--- src/rtl/psum_recirc_sched_pkg.sv ---
// psum_recirc_sched_pkg: shared psum width default and scheduler FSM encoding
package psum_recirc_sched_pkg;
  localparam int SUM_BW_DEF = 16;
  typedef enum logic [1:0] {IDLE, RUN, DRAIN} state_e;
endpackage

--- src/rtl/psum_recirc_sched_if.sv ---
// psum_recirc_sched_if: valid/ready psum stream between PE array, scheduler and output writer
interface psum_recirc_sched_if import psum_recirc_sched_pkg::*; #(
  parameter int SUM_BW = SUM_BW_DEF
);
  logic valid;
  logic ready;
  logic signed [SUM_BW-1:0] psum;
  modport master (output valid, psum, input ready);
  modport slave (input valid, psum, output ready);
endinterface

--- src/rtl/psum_recirc_sched_delay.sv ---
// delay: fixed-length shift line; a value written at cycle t appears on q_o at t+DELAY_NB
module delay #(
  parameter int DELAY_NB = 27,
  parameter int SUM_BW = 16
) (
  input  logic clk,
  input  logic rst_n,
  input  logic signed [SUM_BW-1:0] d_i,
  output logic signed [SUM_BW-1:0] q_o
);
  logic signed [SUM_BW-1:0] line_q [DELAY_NB];
  // advance the line one stage per cycle; reset empties every stage
  always_ff @(posedge clk or negedge rst_n) begin
    if (!rst_n) begin
      for (int i = 0; i < DELAY_NB; i++) line_q[i] <= '0;
    end else begin
      line_q[0] <= d_i;
      for (int i = 1; i < DELAY_NB; i++) line_q[i] <= line_q[i-1];
    end
  end
  assign q_o = line_q[DELAY_NB-1];
endmodule

--- src/rtl/psum_recirc_sched.sv ---
// psum_recirc_sched: accumulates per-pixel psums over channels in a recirculating delay loop
module psum_recirc_sched import psum_recirc_sched_pkg::*; #(
  parameter int DELAY_NB = 27,
  parameter int SUM_BW = SUM_BW_DEF,
  parameter int CH_BW = 8,
  parameter int TILE_BW = 16,
  localparam int PX_BW = $clog2(DELAY_NB+1)
) (
  input  logic               clk,
  input  logic               rst_n,
  input  logic               i_start,
  input  logic [PX_BW-1:0]   i_num_px,
  input  logic [CH_BW-1:0]   i_num_ch,
  input  logic [TILE_BW-1:0] i_num_tile,
  output logic               o_busy,
  output logic               o_done,
  psum_recirc_sched_if.slave  s,
  psum_recirc_sched_if.master m
);
  localparam logic [PX_BW-1:0] PX_LIM = PX_BW'(DELAY_NB);
  state_e state_q;
  logic [PX_BW-1:0] slot_q, px_q, num_px_q;
  logic [CH_BW-1:0] ch_q, num_ch_q;
  logic [TILE_BW-1:0] tile_q, num_tile_q;
  logic m_valid_q, done_q;
  logic signed [SUM_BW-1:0] m_psum_q, dly_out, loop_d, sum;
  logic last_px, last_ch, last_tile, accept, load;
  assign sum = s.psum + dly_out;
  assign last_px = px_q == num_px_q - PX_BW'(1);
  assign last_ch = ch_q == num_ch_q - CH_BW'(1);
  assign last_tile = tile_q == num_tile_q - TILE_BW'(1);
  assign s.ready = state_q == RUN && slot_q == px_q && (!last_ch || !m_valid_q || m.ready);
  assign accept = s.valid && s.ready;
  assign load = accept && last_ch;
  assign loop_d = state_q != RUN ? '0 : !accept ? dly_out : last_ch ? '0 : ch_q == '0 ? s.psum : sum;
  assign o_busy = state_q != IDLE;
  assign o_done = done_q;
  assign m.valid = m_valid_q;
  assign m.psum = m_psum_q;
  delay #(.DELAY_NB(DELAY_NB), .SUM_BW(SUM_BW)) u_loop (
    .clk  (clk),
    .rst_n(rst_n),
    .d_i  (loop_d),
    .q_o  (dly_out)
  );
  // FSM, slot/pixel/channel/tile counters and the output register
  always_ff @(posedge clk or negedge rst_n) begin
    if (!rst_n) begin
      state_q <= IDLE;
      slot_q <= '0;
      px_q <= '0;
      ch_q <= '0;
      tile_q <= '0;
      num_px_q <= '0;
      num_ch_q <= '0;
      num_tile_q <= '0;
      m_valid_q <= 1'b0;
      m_psum_q <= '0;
      done_q <= 1'b0;
    end else begin
      done_q <= 1'b0;
      slot_q <= slot_q == PX_BW'(DELAY_NB-1) ? '0 : slot_q + PX_BW'(1);
      if (load) begin
        m_valid_q <= 1'b1;
        m_psum_q <= ch_q == '0 ? s.psum : sum;
      end else if (m.ready) begin
        m_valid_q <= 1'b0;
      end
      case (state_q)
        IDLE: if (i_start) begin
          num_px_q <= i_num_px > PX_LIM ? PX_LIM : i_num_px;
          num_ch_q <= i_num_ch;
          num_tile_q <= i_num_tile;
          slot_q <= '0;
          px_q <= '0;
          ch_q <= '0;
          tile_q <= '0;
          if (i_num_px == '0 || i_num_ch == '0 || i_num_tile == '0) done_q <= 1'b1;
          else state_q <= RUN;
        end
        RUN: if (accept) begin
          px_q <= last_px ? '0 : px_q + PX_BW'(1);
          if (last_px) begin
            ch_q <= last_ch ? '0 : ch_q + CH_BW'(1);
            if (last_ch) begin
              tile_q <= last_tile ? '0 : tile_q + TILE_BW'(1);
              if (last_tile) state_q <= DRAIN;
            end
          end
        end
        DRAIN: if (!m_valid_q) begin
          done_q <= 1'b1;
          state_q <= IDLE;
        end
        default: state_q <= IDLE;
      endcase
    end
  end
endmodule
--- src/flat_wrapper.sv ---
// flat-port wrapper written by rule: the top's interface ports become plain ports
module psum_recirc_sched_flat import psum_recirc_sched_pkg::*;
#(
  parameter int DELAY_NB = 27,
  parameter int SUM_BW = SUM_BW_DEF,
  parameter int CH_BW = 8,
  parameter int TILE_BW = 16,
  localparam int PX_BW = $clog2(DELAY_NB+1)
)
  (clk, rst_n, i_start, i_num_px, i_num_ch, i_num_tile, o_busy, o_done, s_valid, s_psum, s_ready, m_valid, m_psum, m_ready);
  psum_recirc_sched_if #(.SUM_BW(SUM_BW)) s_i ();
  psum_recirc_sched_if #(.SUM_BW(SUM_BW)) m_i ();
  input  logic clk;
  input  logic rst_n;
  input  logic i_start;
  input  logic [PX_BW-1:0] i_num_px;
  input  logic [CH_BW-1:0] i_num_ch;
  input  logic [TILE_BW-1:0] i_num_tile;
  output logic o_busy;
  output logic o_done;
  input wire logic [$bits(s_i.valid)-1:0] s_valid;
  input wire logic [$bits(s_i.psum)-1:0] s_psum;
  output wire logic [$bits(s_i.ready)-1:0] s_ready;
  output wire logic [$bits(m_i.valid)-1:0] m_valid;
  output wire logic [$bits(m_i.psum)-1:0] m_psum;
  input wire logic [$bits(m_i.ready)-1:0] m_ready;
  assign s_i.valid = s_valid;
  assign s_i.psum = s_psum;
  assign s_ready = s_i.ready;
  assign m_valid = m_i.valid;
  assign m_psum = m_i.psum;
  assign m_i.ready = m_ready;
  psum_recirc_sched #(.DELAY_NB(DELAY_NB), .SUM_BW(SUM_BW), .CH_BW(CH_BW), .TILE_BW(TILE_BW)) u_core (.clk(clk), .rst_n(rst_n), .i_start(i_start), .i_num_px(i_num_px), .i_num_ch(i_num_ch), .i_num_tile(i_num_tile), .o_busy(o_busy), .o_done(o_done), .s(s_i), .m(m_i));
endmodule
--- config.mk ---
export PLATFORM = sky130hd
export DESIGN_NAME = psum_recirc_sched_flat
export DESIGN_NICKNAME = d
export VERILOG_FILES = /design/src/rtl/psum_recirc_sched_pkg.sv /design/src/rtl/psum_recirc_sched_if.sv /design/src/rtl/psum_recirc_sched_delay.sv /design/src/rtl/psum_recirc_sched.sv /design/src/flat_wrapper.sv
export SDC_FILE = /design/constraint.sdc
export NUM_CORES = 1
export LEC_CHECK = 0
export CAP_MARGIN = 10
export CORE_ASPECT_RATIO = 1.1
export CORE_MARGIN = 5
export CORE_UTILIZATION = 41
export CTS_CLUSTER_SIZE = 20
export DETAILED_ROUTE_END_ITERATION = 8
export DONT_BUFFER_PORTS = 1
export GPL_TIMING_DRIVEN = 0
export PLACE_DENSITY = 0.6
export SLEW_MARGIN = 20
export SYNTH_ARGS = -nofsm -noshare
export SYNTH_HDL_FRONTEND = slang
export SYNTH_SLANG_ARGS = --single-unit
export TNS_END_PERCENT = 10
--- constraint.sdc ---
create_clock -name clk -period 3.3 [get_ports clk]
set_clock_uncertainty 0.05 [all_clocks]
set_input_delay 0.66 -clock clk [delete_from_list [all_inputs] [get_ports clk]]
set_output_delay 0.66 -clock clk [all_outputs]
set_load 0.01 [all_outputs]
=== Yosys cells after proc, flatten, opt, wreduce, memory -nomap -nowiden ===
Cells that the tools add are included.

* Bits in registers: 515
* Output and inout port bits: 20

* Mux-type cells: 37
* $add $sub $neg: 8
* Reduce and logical (&&, ||, !) cells: 23
* Equal/unequal tests: 15
* $lt $le $gt $ge: 1

{| class="wikitable"
|+ Operator list
! kind !! count
|-
| $mux W16 || 9
|-
| $mux W5 || 7
|-
| $mux W8 || 4
|-
| $pmux W16 S2 || 1
|-
| $add A16 B1 Y16 const B || 1
|-
| $add A16 B16 Y16 || 1
|-
| $eq A16 B16 Y1 || 1
|-
| $logic_not A16 Y1 || 1
|-
| $logic_not A8 Y1 || 2
|-
| $pmux W8 S2 || 1
|-
| $sub A16 B1 Y16 const B || 1
|-
| $mux W2 || 7
|-
| $add A5 B1 Y5 const B || 2
|-
| $eq A5 B5 Y1 || 2
|-
| $ne A2 B1 Y1 const B || 5
|-
| $pmux W5 S2 || 1
|-
| $add A8 B1 Y8 const B || 1
|-
| $eq A8 B8 Y1 || 1
|-
| $sub A8 B1 Y8 const B || 1
|-
| $reduce_and A7 Y1 || 1
|-
| $ne A2 B2 Y1 const B || 3
|-
| $pmux W2 S3 || 1
|-
| $reduce_bool A2 Y1 || 3
|-
| $eq A5 B5 Y1 const B || 1
|-
| 15 further kinds || 26
|}

=== Logic depth before layout (Yosys ltp) ===
Gate-level depths: netlist (run 1).

* Word-level depth: 9
* Mapped depth: 12
* Mapped depth without buffers: 10

=== By module ===
A second synthesis (run 1) with hierarchy kept.

* Cells, all modules: 1115
* Area, all modules: 16719.8 um^2

{| class="wikitable"
|+ By module, submodules not included
! module !! instances !! cells each !! area each (um^2) !! seq. area each (um^2)
|-
| delay || 1 || 448 || 10930.5 || 10810.4
|-
| psum_recirc_sched || 1 || 667 || 5789.3 || 2077.0
|}

=== Worst setup path after synthesis (run 1) ===
Ideal clock, no wire load.

* Path type: in2reg
* From: in s_psum[0]
* To: reg u_core.m_psum_q[14], in the netlist u_core.m.psum[14]
* Data required time: 3.125 ns
* Library setup time: 0.125 ns
* Slack: 0.450 ns
* Arrival time: 2.675 ns
* Path buffers: 0
* Stages on the path: 10
* Path through: ha_1 -> fa_1 -> a211oi_1 -> o21ai_0 -> a211oi_1 -> o211ai_1 -> nand2_1 -> xor2_1 -> mux2i_1 -> mux2_2

* Longest elaborated chain between the ends: 2

{| class="wikitable"
|+ Ends and longest elaborated chain
! element !! line !! text
|-
| start, declared || flat_wrapper.sv:22 || <nowiki>input wire logic [$bits(s_i.psum)-1:0] s_psum;</nowiki>
|-
| $add A16 B16 Y16 || psum_recirc_sched.sv:28 || <nowiki>assign sum = s.psum + dly_out;</nowiki>
|-
| $mux W16 || psum_recirc_sched.sv:65 || <nowiki>m_psum_q <= ch_q == '0 ? s.psum : sum;</nowiki>
|-
| end signal, assigned || psum_recirc_sched.sv:65 ||
|-
| end, declared || psum_recirc_sched.sv:26 || <nowiki>logic signed [SUM_BW-1:0] m_psum_q, dly_out, loop_d, sum;</nowiki>
|}

Every way passes these cells.
A chain may end at the register's enable or synchronous reset.

=== Final worst setup path (run 1) ===
* From: reg u_core.num_ch_q[2]
* To: out s_ready

* Longest elaborated chain between the ends: 6

{| class="wikitable"
|+ Ends and longest elaborated chain
! element !! line !! text
|-
| start, declared || psum_recirc_sched.sv:23 || <nowiki>logic [CH_BW-1:0] ch_q, num_ch_q;</nowiki>
|-
| start signal, assigned || psum_recirc_sched.sv:72 || <nowiki>num_ch_q <= i_num_ch;</nowiki>
|-
| $sub A8 B1 Y8 || psum_recirc_sched.sv:30 || <nowiki>assign last_ch = ch_q == num_ch_q - CH_BW'(1);</nowiki>
|-
| $eq A8 B8 Y1 || psum_recirc_sched.sv:30 ||
|-
| $logic_not A1 Y1 || psum_recirc_sched.sv:32 || <nowiki>assign s.ready = state_q == RUN && slot_q == px_q && (!last_ch || !m_valid_q || m.ready);</nowiki>
|-
| $logic_or A1 B1 Y1 (2 in a row) || psum_recirc_sched.sv:32 ||
|-
| $logic_and A1 B1 Y1 || psum_recirc_sched.sv:32 ||
|-
| end, declared || flat_wrapper.sv:23 || <nowiki>output wire logic [$bits(s_i.ready)-1:0] s_ready;</nowiki>
|}

Every way passes these cells.

==> results.md, run 1 <==
- Outcome: complete, but fails checks
- Failing checks: hold timing
- Synth-to-layout area growth: 14.2%
- RD Place Congestion: 0.791
- Type of origin of the critical path: register
- Max Root-Sink Buffers: 3
- DIE HEIGHT: 222 um
- Sequential area share after synthesis: 76.7%
- Mapped Nets: 1213
- Yosys warns: 0
- Post-synthesis average cell area: 14.8 um2
- Power per cell area: 747 mW/mm2
- Worst endpoint required time: 2590 ps
- Area of the die: 0.0451 mm2
- Worst-Margin Slew: 984 ps
- Synth Flop Type: dfrtp_1
- Clock transition at path regs: 60 ps
- WL met1: 13.8 mm
- WP data arrival: 2550 ps
- Total global routing overflow: 0
- Max Slew Vio Count: 0
- Clock root cell: clkbuf_16
- Synth Register Bits: 515
- Vias per Instance: 4.90
- Initial antenna violation count: 1
- CTS tree: yes
- Period utilization: 98.8%
- Crit path max fanout: 2
- First-pass DRT Iterations: 4
- Final Hold Slack: -221 ps
- Reg power frac: 53.6%
- Dpl cells: 1651
- Sw power: 3.35 mW
- Port Buf Inserts: 0
- P_leak: 9.49 nW
- Kind of critical path: reg -> out
- Largest net degree at the start of global routing: 516
- Most common cell in the synthesized netlist: dfrtp_1
- Top cells by area, synth: dfrtp_1, nand2_1, ha_1, xnor2_1, xor2_1
- Die Span X: 203 um
- Layout cells sized above 1: 11.3%
- First-pass GRT wire length: 48.3 mm
- # rows: 77
- Final HPWL DP: 17.9 mm
- DRC violations left: 0
- Antenna cells: 0
- Vias in the first global route: 8666
- Hold Fails Final Rpt: 515
- CTS Buf Count: 50
- Nets: 1269
- Via count: 8543
- Worst r2r src: u_core.num_ch_q[2]$_DFFE_PN0P_
- H-tree levels: 2
- Max Cap Viol: 0
- Post-Route WL: 29.4 mm
- Clk_lat worst skew: 560 ps
- Top sig layer: met5
- Routed len/inst: 16.9 um
- Setup TNS: 0 ps
- Clock power share: 39.2%
- GRT Util Overall: 13.4%
- Synthesized netlist cell count: 1138
- Sw frac: 23.4%
- Crit. End Element: output pin
- RSZ-0062 raised after global routing: yes
- Worst hold path type: in -> async
- Wire length on met2: 12.9 mm
- Iteration-0 DRC Markers: 450
- Power Internal: 11.0 mW
- Part of the power in combinational logic: 7.2%
- Final worst path period need: 3260 ps
- Max-slew headroom: 34.4%
- Post-synth EDFFs: 0
- Post-synth cell types: 75
- Post-DRT Antenna Nets: 0
- Synth top area share: 76.7%
- Post-synth top cells: dfrtp_1, nand2_1, a21oi_1, nor2_1, o21ai_0
- CORE AREA: 0.0404 mm2
- Initial Utilization: 41.6%
- FF-to-FF setup slack: 130 ps
- Fraction of registers with async set or reset after synthesis: 100%
- Routed wl met3: 2.17 mm
- Clock sinks: 515
- Worst R2R End: u_core.m.psum[10]$_DFFE_PN0P_
- FF-to-FF path depth: 9
- Area of the mapped netlist: 0.0168 mm2
- Final Setup Violations: 0
- Upper clock frequency limit: 307 MHz
- IO Count: 70
- Worst IR drop on VDD: 464 uV
- Yosys top cell by area: dfrtp_1
- Non-Filler Instances: 1745
[power groups by stage]
stage	combinational, mW	sequential [mW]	clock (mW)
after detailed placement	0.998	7.79	0
after CTS	1.02	7.71	5.81
final	1.04	7.68	5.62
after global placement	0.990	7.78	0
after floorplan	0.810	7.62	0
after global routing	1.17	7.80	6.10
[cell type report]
cell class | count | area [um2]
clock buffers | 69 | 1440
inverters | 27 | 101
clock inverters | 21 | 220
repair buffers | 5 | 37.5
multi-input cells | 564 | 3690
flip-flops and latches | 515 | 12900
fillers | 3447 | 21200
well taps | 513 | 642
plain buffers | 31 | 153
[registers in the layout, indices dropped and copies added (netlist names), 5 cells and up]
signal                flops
u_core.u_loop.line_q    416
u_core.m.psum            16
u_core.num_tile_q        16
u_core.tile_q            16
u_core.u_loop.q_o        16
u_core.ch_q               8
u_core.num_ch_q           8
u_core.num_px_q           5
u_core.px_q               5
u_core.slot_q             5
[how the worst max path moves through the flow]
stage	startpoint	endpoint	slack (ps)	cells after the start
finish	u_core.num_ch_q[2]$_DFFE_PN0P_	s_ready	40	6
global route	u_core.num_ch_q[1]$_DFFE_PN0P_	s_ready	-50	8
CTS	u_core.num_ch_q[2]$_DFFE_PN0P_	s_ready	-60	7
detailed placement	u_core.num_px_q[0]$_DFFE_PN0P_	u_core.ch_q[7]$_DFFE_PN0P_	-20	10
global placement	u_core.num_px_q[0]$_DFFE_PN0P_	u_core.ch_q[7]$_DFFE_PN0P_	80	10
floorplan	s_psum[0]	u_core.m.psum[14]$_DFFE_PN0P_	450	10
[cell families (layout without fill, tap and decap cells)]
family,after synthesis,after routing,share of synthesized area (%)
compound gates,168,168,6.72
xor+xnor,56,56,2.92
fa+ha+maj,25,25,1.91
buf+inv,59,153,1.58
flops,515,515,76.7
mux,23,23,1.48
simple gates,292,292,8.70
[worst max-delay path, cell delays in order, from the launching register on]
cell,delay [ps]
dfrtp_1,390
or4_4,540
or3_4,350
a21oi_4,180
mux2_4,210
nand2_8,60
o211a_4,260
[cells in the final DEF (no fill, tap or decap), types with 6 or more instances in the layout]
cell,synthesis,final
a211oi_1,6,6
a21o_1,8,8
a21oi_1,44,44
a22o_1,7,7
and3_1,7,7
buf_4,6,11
clkbuf_1,16,23
clkbuf_16,0,50
clkbuf_8,0,12
clkinv_2,0,7
clkinvlp_4,0,7
dfrtp_1,515,513
ha_1,24,23
inv_1,27,27
mux2_2,11,11
mux2i_1,11,11
nand2_1,110,110
nand2b_1,14,14
nand3_1,35,35
nand4_1,7,7
nor2_1,44,44
nor2b_1,10,10
nor3_1,14,14
nor4_1,18,17
o21ai_0,37,37
o21ai_1,6,6
o21bai_1,7,7
o2bb2ai_1,10,10
or3_1,7,6
xnor2_1,30,30
xor2_1,26,26
[what timing repair did]
| item | in CTS | in global routing |
|---|---|---|
| endpoints found under the hold margin | 515 | 515 |
| pin swaps | 5 | 5 |
| resized for setup | 2 | 7 |
| endpoints found under the setup margin | 2 | 24 |
| setup buffers | 3 | 2 |
[metrics by stage]
step	hold WS (ps)	util (%)	worst slack, ps	total power, mW	area (um2)
floorplan	281	-	450	8.43	16800
global placement	283	43.2	76.0	8.77	17400
detailed placement	285	43.2	-23.3	8.79	17400
CTS	-257	47.4	-61.5	14.5	19100
global route	-271	47.5	-45.0	15.1	19200
finish	-221	47.5	38.2	14.3	19200
[routing by layer]
metal / global-route usage, % / vias up
li1: - / 3969
met1: 19.0 / 4364
met2: 19.7 / 161
met3: 5.07 / 47
met4: 3.33 / 2
met5: 0 / -
(Power assumes the default switching activity.)
==> run 2, diff against run 1 <==
SKIP_CTS_REPAIR_TIMING = 1   (was default)
==> run 2 against run 1 <==
Net effect: the run ends with hold timing, setup timing left; final area decreased by 0.21%; sequential cell count unchanged; clock power about the same; core utilization decreased by 0.099 points; sequential power about the same; maximum frequency decreased by 3.2%; hold slack got worse by 0.85 ps; largest cell class unchanged; die area unchanged.
==> results.md, run 2 (synthesis results as in run 1) <==
- Outcome: complete, but fails checks
- Failing checks: hold timing, setup timing
- Commonest non-fill, non-tap cell in the layout: dfrtp_1
- Final Hold Slack: -222 ps
- Vias per Instance: 4.89
- Reg with most FFs: u_core.u_loop.line_q
- Slowest cell on crit path: or4_4
- Vias in the first global route: 8656
- Power per cell area: 748 mW/mm2
- FF-to-FF setup slack: 140 ps
- Largest net degree at the start of global routing: 516
- Crit path max fanout: 10
- Non-Filler Instances: 1741
- GR Layer Usage met3: 5.07%
- DRC violations left: 0
- WP data arrival: 2660 ps
- Die Span X: 203 um
- RD Place Congestion: 0.791
- Upper clock frequency limit: 297 MHz
- Worst IR drop on VDD: 464 uV
- Kind of critical path: reg -> out
- Worst slack, placed: -23.3 ps
- Area of the multi-input gates: 0.00368 mm2
- Layout cells sized above 1: 10.7%
- Max Root-Sink Buffers: 3
- Max Cap Viol: 0
- P_leak: 9.48 nW
- Max reg flops: 416
- First-pass GRT wire length: 48.1 mm
- Max Slew Vio Count: 0
- Period utilization: 102%
- RSZ-0062 raised after global routing: yes
- Worst R2R End: u_core.tile_q[8]$_DFFE_PN0P_
- Met2 Use GR: 19.6%
- Total global routing overflow: 0
- Initial antenna violation count: 1
- CTS Buf Count: 50
- Initial Utilization: 41.6%
- Area of the die: 0.0451 mm2
- FF-to-FF path depth: 11
- Met1 Use GR: 18.9%
- # rows: 77
- Routed len/inst: 16.8 um
- FF/Latch Area: 0.0129 mm2
- Antenna cells: 0
- First-pass DRT Iterations: 5
- H-tree levels: 2
- Post-Route WL: 29.3 mm
- Crit. End Element: output pin
- Fillers: 3445
- Max-slew headroom: 33.1%
- Clock sinks: 515
- Synth-to-layout area growth: 13.9%
- Busiest grt layer: met2
- Hold Fails Final Rpt: 515
- Nets: 1265
- Clk_lat worst skew: 560 ps
- Type of origin of the critical path: register
- Placed Area: 0.0174 mm2
- Port Buf Inserts: 0
- Worst-Margin Slew: 1000 ps
- GRT Util Overall: 13.3%
- IO Count: 70
- Worst endpoint required time: 2590 ps
- Clock root cell: clkbuf_16
- Post-DRT Antenna Nets: 0
- CTS tree: yes
- Critical Path Max Stage Delay: 530 ps
- Final worst path period need: 3370 ps
- Dpl cells: 1651
- Final HPWL DP: 17.9 mm
- Clock transition at path regs: 60 ps
- Iteration-0 DRC Markers: 482
- Worst r2r src: u_core.px_q[3]$_DFFE_PN0P_
- CORE AREA: 0.0404 mm2
- DIE HEIGHT: 222 um
- Worst hold path type: in -> async
- Post-route cell area: 0.0191 mm2
- Final Setup Violations: 1
- Final WS setup: -68.4 ps
- Via count: 8518
- Final core utilization: 47.4%
- Commonest cells after routing, fill and taps aside: dfrtp_1, nand2_1, clkbuf_16
- Power Total: 14.3 mW
- Critical path cell sequence: buf_6 > or4_4 > or3_4 > a21oi_4 > mux2_4 > nand2_8 > o211a_4
==> run 2: worst max-delay path by stage <==
stage	from	end
detailed placement	u_core.num_px_q[0]$_DFFE_PN0P_	u_core.ch_q[7]$_DFFE_PN0P_
CTS	u_core.num_ch_q[2]$_DFFE_PN0P_	s_ready
finish	u_core.num_ch_q[2]$_DFFE_PN0P_	s_ready
global route	u_core.num_ch_q[2]$_DFFE_PN0P_	s_ready
global placement	u_core.num_px_q[0]$_DFFE_PN0P_	u_core.ch_q[7]$_DFFE_PN0P_
floorplan	s_psum[0]	u_core.m.psum[14]$_DFFE_PN0P_
==> run 2: final cells by class <==
class / count / area share (%)
inverters: 27 / 0.529
clock buffers: 69 / 7.54
clock inverters: 21 / 1.15
multi-input cells: 564 / 19.2
plain buffers: 32 / 0.856
flip-flops and latches: 515 / 67.3
well taps: 513 / 3.35
==> run 2: critical path, delay by kind of cell (launching register included) <==
family | cells | cell delay (ps)
muxes | 1 | 210
and+or+nand+nor | 3 | 970
DFF | 1 | 370
buffers and inverters | 1 | 140
AOI/OAI and AO/OA | 2 | 400
==> run 2: routing by layer <==
layer | up-vias | part of all wire, %
li1 | 3955 | -
met1 | 4353 | 47
met2 | 158 | 44
met3 | 50 | 7.3
met4 | 2 | 2.0
met5 | - | 0.044
==> run 2: metrics by stage <==
step                hold WS, ps  TNS (ps)
floorplan                   281         0
global route               -271      -164
detailed placement          285     -23.3
global placement            283         0
CTS                        -257      -183
finish                     -222     -68.4
==> run 2: report_power, final <==
group          switching (mW)  total [mW]  internal [mW]  leakage [nW]
Combinational           0.582        1.02          0.437          1.62
Sequential              0.448        7.69           7.24          7.06
Clock                    2.32        5.62           3.30         0.801
Total                    3.34        14.3           11.0          9.48
